$ cat config.mk
export PLATFORM = sky130hd
export DESIGN_NAME = ifetch_queue
export DESIGN_NICKNAME = d
export VERILOG_FILES = /design/src/rtl/ifetch_queue.sv
export SDC_FILE = /design/constraint.sdc
export NUM_CORES = 1
export LEC_CHECK = 0
export CAP_MARGIN = 20
export CORE_MARGIN = 3
export CORE_UTILIZATION = 55
export CTS_BUF_LIST = sky130_fd_sc_hd__clkbuf_4 sky130_fd_sc_hd__clkbuf_8 sky130_fd_sc_hd__clkbuf_16
export DETAILED_ROUTE_END_ITERATION = 8
export PLACE_DENSITY = 0.89
export SYNTH_ARGS = -nofsm -noshare
export SYNTH_HDL_FRONTEND = slang
export SYNTH_SLANG_ARGS = --single-unit
$ cat constraint.sdc
create_clock -name clk -period 25.3 [get_ports clk]
set_clock_uncertainty 0.05 [all_clocks]
set_input_delay 7.59 -clock clk [delete_from_list [all_inputs] [get_ports clk]]
set_output_delay 7.59 -clock clk [all_outputs]
set_load 0.02 [all_outputs]
$ cat src/rtl/ifetch_queue.sv
// Instruction fetch queue: credit-limited in-order imem requests, {instr, pc} FIFO to decode, redirect flush.
// Optional IFQ_BYPASS_EN: an empty queue forwards a kept response straight to decode in the same cycle.
module ifetch_queue #(
  parameter int DEPTH  = 4,
  parameter int ADDR_W = 32,
  parameter int DATA_W = 32
) (
  input  logic              clk,
  input  logic              rst_n,
  input  logic              redirect,
  input  logic [ADDR_W-1:0] redirect_pc,
  output logic              imem_req,
  output logic [ADDR_W-1:0] imem_addr,
  input  logic              imem_gnt,
  input  logic              imem_rvalid,
  input  logic [DATA_W-1:0] imem_rdata,
  output logic              out_valid,
  input  logic              out_ready,
  output logic [DATA_W-1:0] out_instr,
  output logic [ADDR_W-1:0] out_pc
);

  localparam int PW = $clog2(DEPTH);
  localparam int CW = $clog2(DEPTH + 1);
  localparam logic [CW-1:0] DEPTH_C = CW'(DEPTH);

  logic [ADDR_W-1:0] fetch_pc_reg, fetch_pc_next;
  logic [ADDR_W-1:0] resp_pc_reg, resp_pc_next;
  logic [CW-1:0]     inflight_reg, inflight_next;
  logic [CW-1:0]     drop_cnt_reg, drop_cnt_next;
  logic [CW-1:0]     count_reg, count_next;
  logic [PW-1:0]     rd_ptr_reg, rd_ptr_next;
  logic [PW-1:0]     wr_ptr_reg, wr_ptr_next;

  logic [DATA_W-1:0] slot_instr [DEPTH];
  logic [ADDR_W-1:0] slot_pc    [DEPTH];
  logic [DATA_W-1:0] head_instr;
  logic [ADDR_W-1:0] head_pc;

  logic [CW:0] credits_used;
  logic        has_credit;
  logic        issue;
  logic        keep_rsp;
  logic        fifo_empty;
  logic        bypass;
  logic        push;
  logic        pop;

  // Queued entries plus outstanding requests never exceed DEPTH, so a kept response always has a slot.
  assign credits_used = {1'b0, count_reg} + {1'b0, inflight_reg};
  assign has_credit   = credits_used < {1'b0, DEPTH_C};
  assign imem_req     = rst_n & ~redirect & has_credit;
  assign imem_addr    = fetch_pc_reg;
  assign issue        = imem_req & imem_gnt;

  assign fifo_empty = (count_reg == '0);
  assign keep_rsp   = imem_rvalid & (drop_cnt_reg == '0) & ~redirect;
  assign head_instr = slot_instr[rd_ptr_reg];
  assign head_pc    = slot_pc[rd_ptr_reg];

`ifdef IFQ_BYPASS_EN
  assign bypass    = fifo_empty & keep_rsp;
  assign out_valid = rst_n & ~redirect & (~fifo_empty | bypass);
  assign out_instr = !rst_n ? '0 : (bypass ? imem_rdata : head_instr);
  assign out_pc    = !rst_n ? '0 : (bypass ? resp_pc_reg : head_pc);
`else
  assign bypass    = 1'b0;
  assign out_valid = rst_n & ~redirect & ~fifo_empty;
  assign out_instr = rst_n ? head_instr : '0;
  assign out_pc    = rst_n ? head_pc : '0;
`endif

  // A forwarded response that decode takes immediately never occupies a slot.
  assign pop  = out_valid & out_ready & ~fifo_empty;
  assign push = keep_rsp & ~(bypass & out_ready);

  always_comb begin
    fetch_pc_next = fetch_pc_reg;
    resp_pc_next  = resp_pc_reg;
    inflight_next = inflight_reg + CW'(issue) - CW'(imem_rvalid);
    drop_cnt_next = drop_cnt_reg;
    count_next    = count_reg + CW'(push) - CW'(pop);
    rd_ptr_next   = rd_ptr_reg + PW'(pop);
    wr_ptr_next   = wr_ptr_reg + PW'(push);

    if (issue) begin
      fetch_pc_next = fetch_pc_reg + ADDR_W'(1);
    end
    if (imem_rvalid) begin
      if (drop_cnt_reg != '0) begin
        drop_cnt_next = drop_cnt_reg - CW'(1);
      end else begin
        resp_pc_next = resp_pc_reg + ADDR_W'(1);
      end
    end

    // Every request still outstanding after this cycle belongs to the old path.
    if (redirect) begin
      fetch_pc_next = redirect_pc;
      resp_pc_next  = redirect_pc;
      drop_cnt_next = inflight_reg - CW'(imem_rvalid);
      count_next    = '0;
      rd_ptr_next   = '0;
      wr_ptr_next   = '0;
    end
  end

  always_ff @(posedge clk) begin
    if (!rst_n) begin
      fetch_pc_reg <= '0;
      resp_pc_reg  <= '0;
      inflight_reg <= '0;
      drop_cnt_reg <= '0;
      count_reg    <= '0;
      rd_ptr_reg   <= '0;
      wr_ptr_reg   <= '0;
    end else begin
      fetch_pc_reg <= fetch_pc_next;
      resp_pc_reg  <= resp_pc_next;
      inflight_reg <= inflight_next;
      drop_cnt_reg <= drop_cnt_next;
      count_reg    <= count_next;
      rd_ptr_reg   <= rd_ptr_next;
      wr_ptr_reg   <= wr_ptr_next;
    end
  end

  genvar gi;
  generate
    for (gi = 0; gi < DEPTH; gi++) begin : g_slot
      logic [DATA_W-1:0] instr_reg;
      logic [ADDR_W-1:0] pc_reg;

      always_ff @(posedge clk) begin
        if (push && (wr_ptr_reg == PW'(gi))) begin
          instr_reg <= imem_rdata;
          pc_reg    <= resp_pc_reg;
        end
      end

      assign slot_instr[gi] = instr_reg;
      assign slot_pc[gi]    = pc_reg;
    end
  endgenerate

  // Memory shares our reset, so a response with nothing outstanding or a push into a full queue is a system fault.
  a_rsp_has_request: assert property (@(posedge clk) disable iff (!rst_n)
    imem_rvalid |-> (inflight_reg != '0));
  a_no_overflow: assert property (@(posedge clk) disable iff (!rst_n)
    push |-> ((count_reg != DEPTH_C) || pop));

endmodule
==> results of run 1 <==
-- worst max-delay path, stage by stage --
cell	delay, ps
buf_2	80
buf_4	650
nor4b_1	370
nand2_1	100
nor2_1	90
clkdlybuf4s50_1	610
-- power breakdown --
| group | leakage, nW | internal (mW) | switching (mW) |
|---|---|---|---|
| sequential | 2.97 | 0.608 | 0.0177 |
| combinational | 2.02 | 0.0506 | 0.0523 |
| clock | 0.517 | 0.262 | 0.198 |
| total | 5.51 | 0.921 | 0.268 |
-- layout make-up --
class / count / area (sq um)
Clock buffer: 43 / 925
Clock inverter: 19 / 121
Inverter: 21 / 78.8
Timing Repair Buffer: 177 / 1750
Tap cell: 324 / 405
Fill cell: 1692 / 7710
Sequential cell: 333 / 9230
Multi-Input combinational cell: 541 / 4450
-- routing by layer --
metal  track usage  up-vias  wire length (um)
met3        0.0374       38              2700
met1         0.319     4237             12400
met4        0.0495        0               421
met2         0.334      433             13400
met5             0        -                 0
li1              -     3984                 -
-- how the worst min path moves through the flow --
stage / from / endpoint / depth (start not counted) / slack, ps
6_report: resp_pc_reg[31] / g_slot[3].pc_reg[31] / 0 / 480
5_1_grt: resp_pc_reg[31] / g_slot[3].pc_reg[31] / 0 / 500
4_1_cts: resp_pc_reg[31] / g_slot[3].pc_reg[31] / 0 / 480
3_5_place_dp: resp_pc_reg[31] / g_slot[1].pc_reg[31] / 0 / 480
3_3_place_gp: resp_pc_reg[31] / g_slot[2].pc_reg[31] / 0 / 450
2_1_floorplan: resp_pc_reg[31] / g_slot[0].pc_reg[31] / 0 / 430
-- cell families (layout without fill, tap and decap cells) --
| group | count (synthesis) | in the layout | share of synthesized area |
|---|---|---|---|
| adders and majority gates | 16 | 16 | 0.0154 |
| buffers and inverters | 76 | 260 | 0.0231 |
| xor gates and xnor gates | 37 | 37 | 0.0232 |
| and+or+nand+nor | 276 | 276 | 0.110 |
| muxes | 68 | 68 | 0.106 |
| AOI/OAI and AO/OA | 144 | 144 | 0.0620 |
| DFF | 333 | 333 | 0.660 |
-- synthesized netlist by cell type (7+ instances only) --
cell type / instances
ha_1: 14
xnor2_1: 30
nand4_1: 18
nand2_1: 49
o21a_1: 8
a31oi_1: 14
and4_1: 8
and2_1: 79
edfxtp_1: 256
o21ai_0: 45
nor3_1: 21
a21oi_1: 43
dfxtp_1: 77
xor2_1: 7
nor4_1: 10
nand3_1: 22
clkbuf_1: 41
and3_1: 15
inv_1: 19
nor2_1: 30
mux4_2: 64
-- stage by stage --
step / utilization / area (sq um) / setup WS [ps]
floorplan: - / 14000 / 9290
global placement: 0.644 / 15900 / 8180
global route: 0.687 / 17000 / 7900
CTS: 0.687 / 16900 / 8130
detailed placement: 0.644 / 15900 / 8150
finish: 0.687 / 17000 / 8160
==> impl_metrics.env, run 1 <==
export IMPL_dp_cells=1395
export IMPL_crit_arrival_ps=9500
export IMPL_final_cell_mix="edfxtp_1, clkdlybuf4s50_1, and2_1"
export IMPL_ctsLongestPathBuffers=3
export IMPL_grt_pass1_vias=8504
export IMPL_grt_max_degree=106
export IMPL_crit_type="input pin to primary output"
export IMPL_die_area_sq_um=27400
export IMPL_slew_violations=0
export IMPL_ys_ff_latch=333
export IMPL_synth_seq_area_share=0.660
export IMPL_start_util=0.566
export IMPL_clkSinkCount=333
export IMPL_min_period_ps=17140
export IMPL_post_drt_wl_per_cell_um=19.8
export IMPL_cts_root_buf="clkbuf_16"
export IMPL_setup_viol=0
export IMPL_htree_levels=2
export IMPL_rrSetupSlack_ps=21320
export IMPL_insertion_delay_ps=510
export IMPL_numPortBuffers=167
export IMPL_fin_crit_sh=0.677
export IMPL_p_per_area_nw_per_um2=70.1
export IMPL_syn_nets=1036
export IMPL_drive_above_1_share=0.127
export IMPL_dp_hpwl_um=17800
export IMPL_reg2reg_depth=12
export IMPL_cp_endpoint="imem_req"
export IMPL_area_growth_pct=21.4
export IMPL_postSynthAreaPerCell_sq_um=14.7
export IMPL_grt_overflow_total=0
export IMPL_antenna_found_initial=0
export IMPL_ys_flop_type="edfxtp_1"
export IMPL_total_power_mw=1.19
export IMPL_num_rows=57
export IMPL_core_area_sq_um=24700
export IMPL_cp_startpoint="rst_n"
export IMPL_final_common_cell="edfxtp_1"
export IMPL_ir_drop_uv=44.6
export IMPL_drt_first_pass_iters=5
export IMPL_netlist_instances=950
export IMPL_die_h_um=165
export IMPL_drtIter0Drc=727
export IMPL_async_reset_ff_frac=0
export IMPL_p_leak_nw=5.51
export IMPL_critPathCaptureType="primary output"
export IMPL_rsz0062_at_grt="no"
export IMPL_synth_top_cell_area_share=0.550
export IMPL_layout_cells_non_filler=1458
export IMPL_clk_transition_reported_paths_ps=60
export IMPL_grt_pass1_wl_um=45500
export IMPL_cts_resized=0
export IMPL_worstMarginPinSlew_ps=967
export IMPL_worstPathRequired_ps=17660
export IMPL_cts_tree="built"
export IMPL_r2r_end="inflight_reg[2]"
export IMPL_critPathLaunchType="input pin"
export IMPL_grt_total_usage=0.214
export IMPL_final_setup_tns_ps=0
export IMPL_layout_nets=1194
export IMPL_netlist_top_cell_by_area="edfxtp_1"
export IMPL_hp_class="flip-flop to flip-flop"
export IMPL_synth_area_sq_um=14000
export IMPL_chipWidth_um=165
export IMPL_vias=8692
export IMPL_routed_via_density=5.96
export IMPL_numCtsBuffers=34
export IMPL_status="finished, final reports clean"
export IMPL_hold_viol=0
export IMPL_postCtsSetupBuffers=0
export IMPL_routed_wl_um=28800
export IMPL_synth_warnings=0
export IMPL_yosys_top_cells_area="edfxtp_1, dfxtp_1, mux4_2, and2_1, xnor2_1"
export IMPL_synth_edff_count=256
export IMPL_design_portCount=168
export IMPL_relSlewSlack=0.355
export IMPL_fmax_mhz=58.4
export IMPL_crit_fanout=105
export IMPL_whs_ps=482
export IMPL_final_antenna_net_count=0
export IMPL_gp_congestion=0.884
export IMPL_drv_cap=0
export IMPL_drc=0
export IMPL_n_antenna_cell=0
export IMPL_hold_buffers=0
export IMPL_yosysUniqueCellTypes=55
export IMPL_r2r_start="inflight_reg[2]"
No activity file was read; power rests on OpenSTA's default activity.
==> run 2, diff against run 1 <==
--- a/config.mk
+++ b/config.mk
@@ -7,10 +7,10 @@
 export LEC_CHECK = 0
 export CAP_MARGIN = 20
 export CORE_MARGIN = 3
-export CORE_UTILIZATION = 55
+export CORE_UTILIZATION = 50
 export CTS_BUF_LIST = sky130_fd_sc_hd__clkbuf_4 sky130_fd_sc_hd__clkbuf_8 sky130_fd_sc_hd__clkbuf_16
 export DETAILED_ROUTE_END_ITERATION = 8
-export PLACE_DENSITY = 0.89
+export PLACE_DENSITY = 0.86
 export SYNTH_ARGS = -nofsm -noshare
 export SYNTH_HDL_FRONTEND = slang
 export SYNTH_SLANG_ARGS = --single-unit
==> constraint.sdc (replaced) <==
create_clock -name clk -period 15.25 [get_ports clk]
set_clock_uncertainty 0.05 [all_clocks]
set_input_delay 4.575 -clock clk [delete_from_list [all_inputs] [get_ports clk]]
set_output_delay 4.575 -clock clk [all_outputs]
set_load 0.02 [all_outputs]
==> run 2 against run 1 <==
Effect of this change: power increased by 72%; via count decreased by 1.0%; die area increased by 9.6%; global-route usage decreased by 2.1 points.
==> impl_metrics.env, run 2 (same netlist as run 1, synthesis figures left out) <==
export IMPL_status="finished, final reports clean"
export IMPL_critPathLaunchType="input pin"
export IMPL_chipWidth_um=173
export IMPL_fin_util=0.631
export IMPL_final_cell_mix="edfxtp_1, clkdlybuf4s50_1, and2_1"
export IMPL_grt_max_degree=80
export IMPL_cts_tree="built"
export IMPL_clkSinkCount=333
export IMPL_slew_violations=0
export IMPL_post_drt_wl_per_cell_um=19.4
export IMPL_topRoutingLayerUsed="met4"
export IMPL_dr_wl_met3_um=2120
export IMPL_hold_buffers=0
export IMPL_grt_pass1_vias=8570
export IMPL_relSlewSlack=0.326
export IMPL_worstMarginPinSlew_ps=1010
export IMPL_p_leak_nw=5.57
export IMPL_worst_slack_ps=4070
export IMPL_r2r_start="imem_addr[0]"
export IMPL_holdPathEnd="g_slot[2].pc_reg[15]"
export IMPL_dr_wl_met2_um=13900
export IMPL_worstPathRequired_ps=10630
export IMPL_crit_cells=4
export IMPL_htree_levels=2
export IMPL_die_h_um=173
export IMPL_n_antenna_cell=0
export IMPL_dp_hpwl_um=17700
export IMPL_holdPathStages=0
export IMPL_crit_fanout=56
export IMPL_routed_via_density=5.70
export IMPL_final_setup_tns_ps=0
export IMPL_p_per_area_nw_per_um2=119
export IMPL_routed_wl_um=29200
export IMPL_ctsLongestPathBuffers=3
export IMPL_slowest_delay_ps=610
export IMPL_min_period_ps=11180
export IMPL_design_portCount=168
export IMPL_cpMaxStageDelayCell="clkdlybuf4s50_1"
export IMPL_numPortBuffers=167
export IMPL_dp_cells=1443
export IMPL_postCtsSetupBuffers=0
export IMPL_ir_drop_uv=82.6
export IMPL_num_rows=60
export IMPL_fin_crit_sh=0.733
export IMPL_drc=0
export IMPL_crit_type="input pin to primary output"
export IMPL_setup_viol=0
export IMPL_crit_family="buffers and inverters"
export IMPL_die_area_sq_um=30000
export IMPL_layout_cells_non_filler=1510
export IMPL_path_cells="buf_2 -> buf_4 -> and2_1 -> clkdlybuf4s50_1"
export IMPL_insertion_delay_ps=510
export IMPL_fill_cells=1983
export IMPL_start_util=0.514
export IMPL_worstPathBufferInverterCount=3
export IMPL_reg2reg_depth=6
export IMPL_area_growth_pct=22.8
export IMPL_place_area_sq_um=16000
export IMPL_cp_startpoint="rst_n"
export IMPL_rsz0062_at_grt="no"
export IMPL_cts_root_buf="clkbuf_16"
export IMPL_drv_cap=0
export IMPL_grt_total_usage=0.193
export IMPL_hold_start="resp_pc_reg[15]"
export IMPL_grt_pass1_wl_um=46600
export IMPL_critPathCaptureType="primary output"
export IMPL_numCtsBuffers=36
export IMPL_layout_nets=1196
export IMPL_drive_above_1_share=0.130
export IMPL_antenna_found_initial=1
export IMPL_drtIter0Drc=709
export IMPL_fmax_mhz=89.5
export IMPL_final_antenna_net_count=0
export IMPL_grt_overflow_total=0
export IMPL_wl_met1_um=12800
export IMPL_whs_ps=496
export IMPL_total_power_mw=2.05
export IMPL_r2r_end="imem_addr[20]"
export IMPL_hold_viol=0
export IMPL_hp_class="flip-flop to flip-flop"
export IMPL_gp_congestion=0.855
export IMPL_crit_arrival_ps=6550
export IMPL_core_area_sq_um=27200
export IMPL_rrSetupSlack_ps=12270
export IMPL_fin_area_sq_um=17200
export IMPL_post_place_ws_ps=4010
export IMPL_final_common_cell="edfxtp_1"
export IMPL_drt_first_pass_iters=5
export IMPL_clk_transition_reported_paths_ps=50
export IMPL_vias=8602
export IMPL_cts_resized=0
[run 2: cell count changes in the layout (fill, tap and decap cells not counted), moves of 2 or more]
cell / delta
clkinv_2: +3
clkinv_4: -2
clkbuf_8: +2
clkbuf_16: +4
clkbuf_4: -4
[run 2: layout make-up]
type,instances,area [sq um],share of cell area
clock inverter,21,148,0.00860
clock buffer,45,1020,0.0596
sequential,333,9240,0.538
timing repair buffer,177,1760,0.103
tap,372,465,0.0271
inverter,21,78.8,0.00459
multi-input combinational,541,4450,0.259
[run 2: per-layer routing]
layer | global-route usage | vias to the layer above
met5 | 0 | -
met4 | 0.0439 | 0
met3 | 0.0382 | 27
met2 | 0.310 | 358
met1 | 0.275 | 4232
li1 | - | 3985
[run 2: worst register-to-register path, stage by stage (launching register included)]
cell,delay [ps]
dfxtp_1,470
ha_1,310
nand4_1,270
nor4_1,780
nand4_1,390
o211a_1,320
o31a_1,280
[run 2: worst max-delay path by stage]
| stage | to | slack, ps |
|---|---|---|
| floorplan | g_slot[0].instr_reg[0] | 4900 |
| global placement | out_instr[26] | 4090 |
| detailed placement | out_pc[13] | 4010 |
| CTS | out_pc[13] | 4000 |
| global route | out_pc[13] | 3910 |
| finish | out_pc[13] | 4070 |
[run 2: power by group]
part,switching [mW],internal [mW]
registers,0.0290,1.01
clock network,0.340,0.495
logic,0.0880,0.0846
total,0.457,1.59
==> run 3, diff against run 2 <==
==> constraint.sdc (replaced) <==
create_clock -name clk -period 9.6 [get_ports clk]
set_clock_uncertainty 0.05 [all_clocks]
set_input_delay 2.88 -clock clk [delete_from_list [all_inputs] [get_ports clk]]
set_output_delay 2.88 -clock clk [all_outputs]
set_load 0.02 [all_outputs]
==> run 3 against run 2 <==
Effect of this change: first-iteration DRC count increased by 3.2%; worst hold slack worse by 18 ps; power increased by 59%; count of clock-buffer cells in the layout is 2 higher; cell area shrank 0.23%; via count is 0.74% higher; sequential power rose by 59%; setup slack worse by 2100 ps.
==> impl_metrics.env, run 3 (same netlist as run 1, synthesis figures left out) <==
export IMPL_status="finished, final reports clean"
export IMPL_insertion_delay_ps=500
export IMPL_drv_cap=0
export IMPL_num_rows=60
export IMPL_start_util=0.514
export IMPL_rsz0062_at_grt="no"
export IMPL_critPathLaunchType="input pin"
export IMPL_grt_max_degree=80
export IMPL_fin_crit_sh=0.799
export IMPL_chipWidth_um=173
export IMPL_final_cell_mix="edfxtp_1, clkdlybuf4s50_1, and2_1"
export IMPL_p_per_area_nw_per_um2=190
export IMPL_ctsLongestPathBuffers=3
export IMPL_whs_ps=478
export IMPL_hold_viol=0
export IMPL_routed_via_density=5.76
export IMPL_final_antenna_net_count=0
export IMPL_grt_total_usage=0.191
export IMPL_setup_viol=0
export IMPL_n_antenna_cell=0
export IMPL_hold_buffers=0
export IMPL_crit_fanout=41
export IMPL_crit_top_cell="clkdlybuf4s50_1"
export IMPL_design_portCount=168
export IMPL_layout_cells_non_filler=1504
export IMPL_critPathCaptureType="primary output"
export IMPL_post_drt_wl_per_cell_um=19.3
export IMPL_p_leak_nw=5.56
export IMPL_worstMarginPinSlew_ps=1030
export IMPL_drtIter0Drc=732
export IMPL_fmax_mhz=130
export IMPL_path_cells="clkdlybuf4s50_1 -> buf_4 -> nor4b_1 -> nand2_1 -> nor2_1 -> clkdlybuf4s50_1"
export IMPL_postCtsSetupBuffers=0
export IMPL_place_area_sq_um=16000
export IMPL_numCtsBuffers=35
export IMPL_crit_type="input pin to primary output"
export IMPL_slew_violations=0
export IMPL_grt_pass1_vias=8384
export IMPL_dp_hpwl_um=17700
export IMPL_cpMaxStageDelayCell="clkdlybuf4s50_1"
export IMPL_numPortBuffers=167
export IMPL_final_setup_tns_ps=0
export IMPL_clkSinkCount=333
export IMPL_hp_class="flip-flop to flip-flop"
export IMPL_cts_resized=0
export IMPL_fin_util=0.630
export IMPL_grt_overflow_total=0
export IMPL_cts_tree="built"
export IMPL_slowest_delay_ps=610
export IMPL_routed_wl_um=29100
export IMPL_worst_slack_ps=1930
export IMPL_worstPathRequired_ps=6670
export IMPL_clk_transition_reported_paths_ps=60
export IMPL_die_area_sq_um=30000
export IMPL_dp_cells=1444
export IMPL_layout_nets=1196
export IMPL_vias=8666
export IMPL_total_power_mw=3.25
export IMPL_die_h_um=173
export IMPL_crit_arrival_ps=4740
export IMPL_drt_first_pass_iters=6
export IMPL_cts_root_buf="clkbuf_16"
export IMPL_ir_drop_uv=122
export IMPL_drive_above_1_share=0.126
export IMPL_antenna_found_initial=0
export IMPL_relSlewSlack=0.310
export IMPL_drc=0
export IMPL_htree_levels=2
export IMPL_grt_pass1_wl_um=45800
export IMPL_fin_area_sq_um=17100
export IMPL_post_place_ws_ps=1930
export IMPL_area_growth_pct=22.5
export IMPL_min_period_ps=7670
export IMPL_final_common_cell="edfxtp_1"
export IMPL_core_area_sq_um=27200
export IMPL_gp_congestion=0.886
-- run 3: path summary, 6_finish.rpt --
check	start	end	slack (ps)	depth (start not counted)
worst max-delay path	redirect	imem_req	1930	6
worst min-delay path	imem_addr[12]	imem_addr[12]	480	2
worst max register to register	inflight_reg[2]	inflight_reg[2]	6140	13
worst min register to register	imem_addr[12]	imem_addr[12]	480	2
-- run 3: worst max-delay path, delay by kind of cell --
family / cells / cell delay [ps]
buf+inv: 3 / 1270
simple gates: 3 / 600
-- run 3: report_power, final --
group	switching, mW	internal [mW]
registers	0.0459	1.60
logic	0.139	0.134
clock network	0.515	0.811
-- run 3: layer usage --
| metal | vias to the layer above | GRT usage | wire [um] |
|---|---|---|---|
| li1 | 3986 | - | - |
| met1 | 4231 | 0.277 | 12600 |
| met2 | 410 | 0.302 | 13700 |
| met3 | 39 | 0.0378 | 2350 |
| met4 | 0 | 0.0432 | 459 |
| met5 | - | 0 | 0 |
-- run 3: layout make-up --
cell class / instances / area, sq um
well taps: 372 / 465
fillers: 2001 / 10100
clock buffers: 47 / 1000
flip-flops and latches: 333 / 9240
clock inverters: 12 / 135
multi-input cells: 541 / 4450
inverters: 21 / 78.8
repair buffers: 178 / 1760
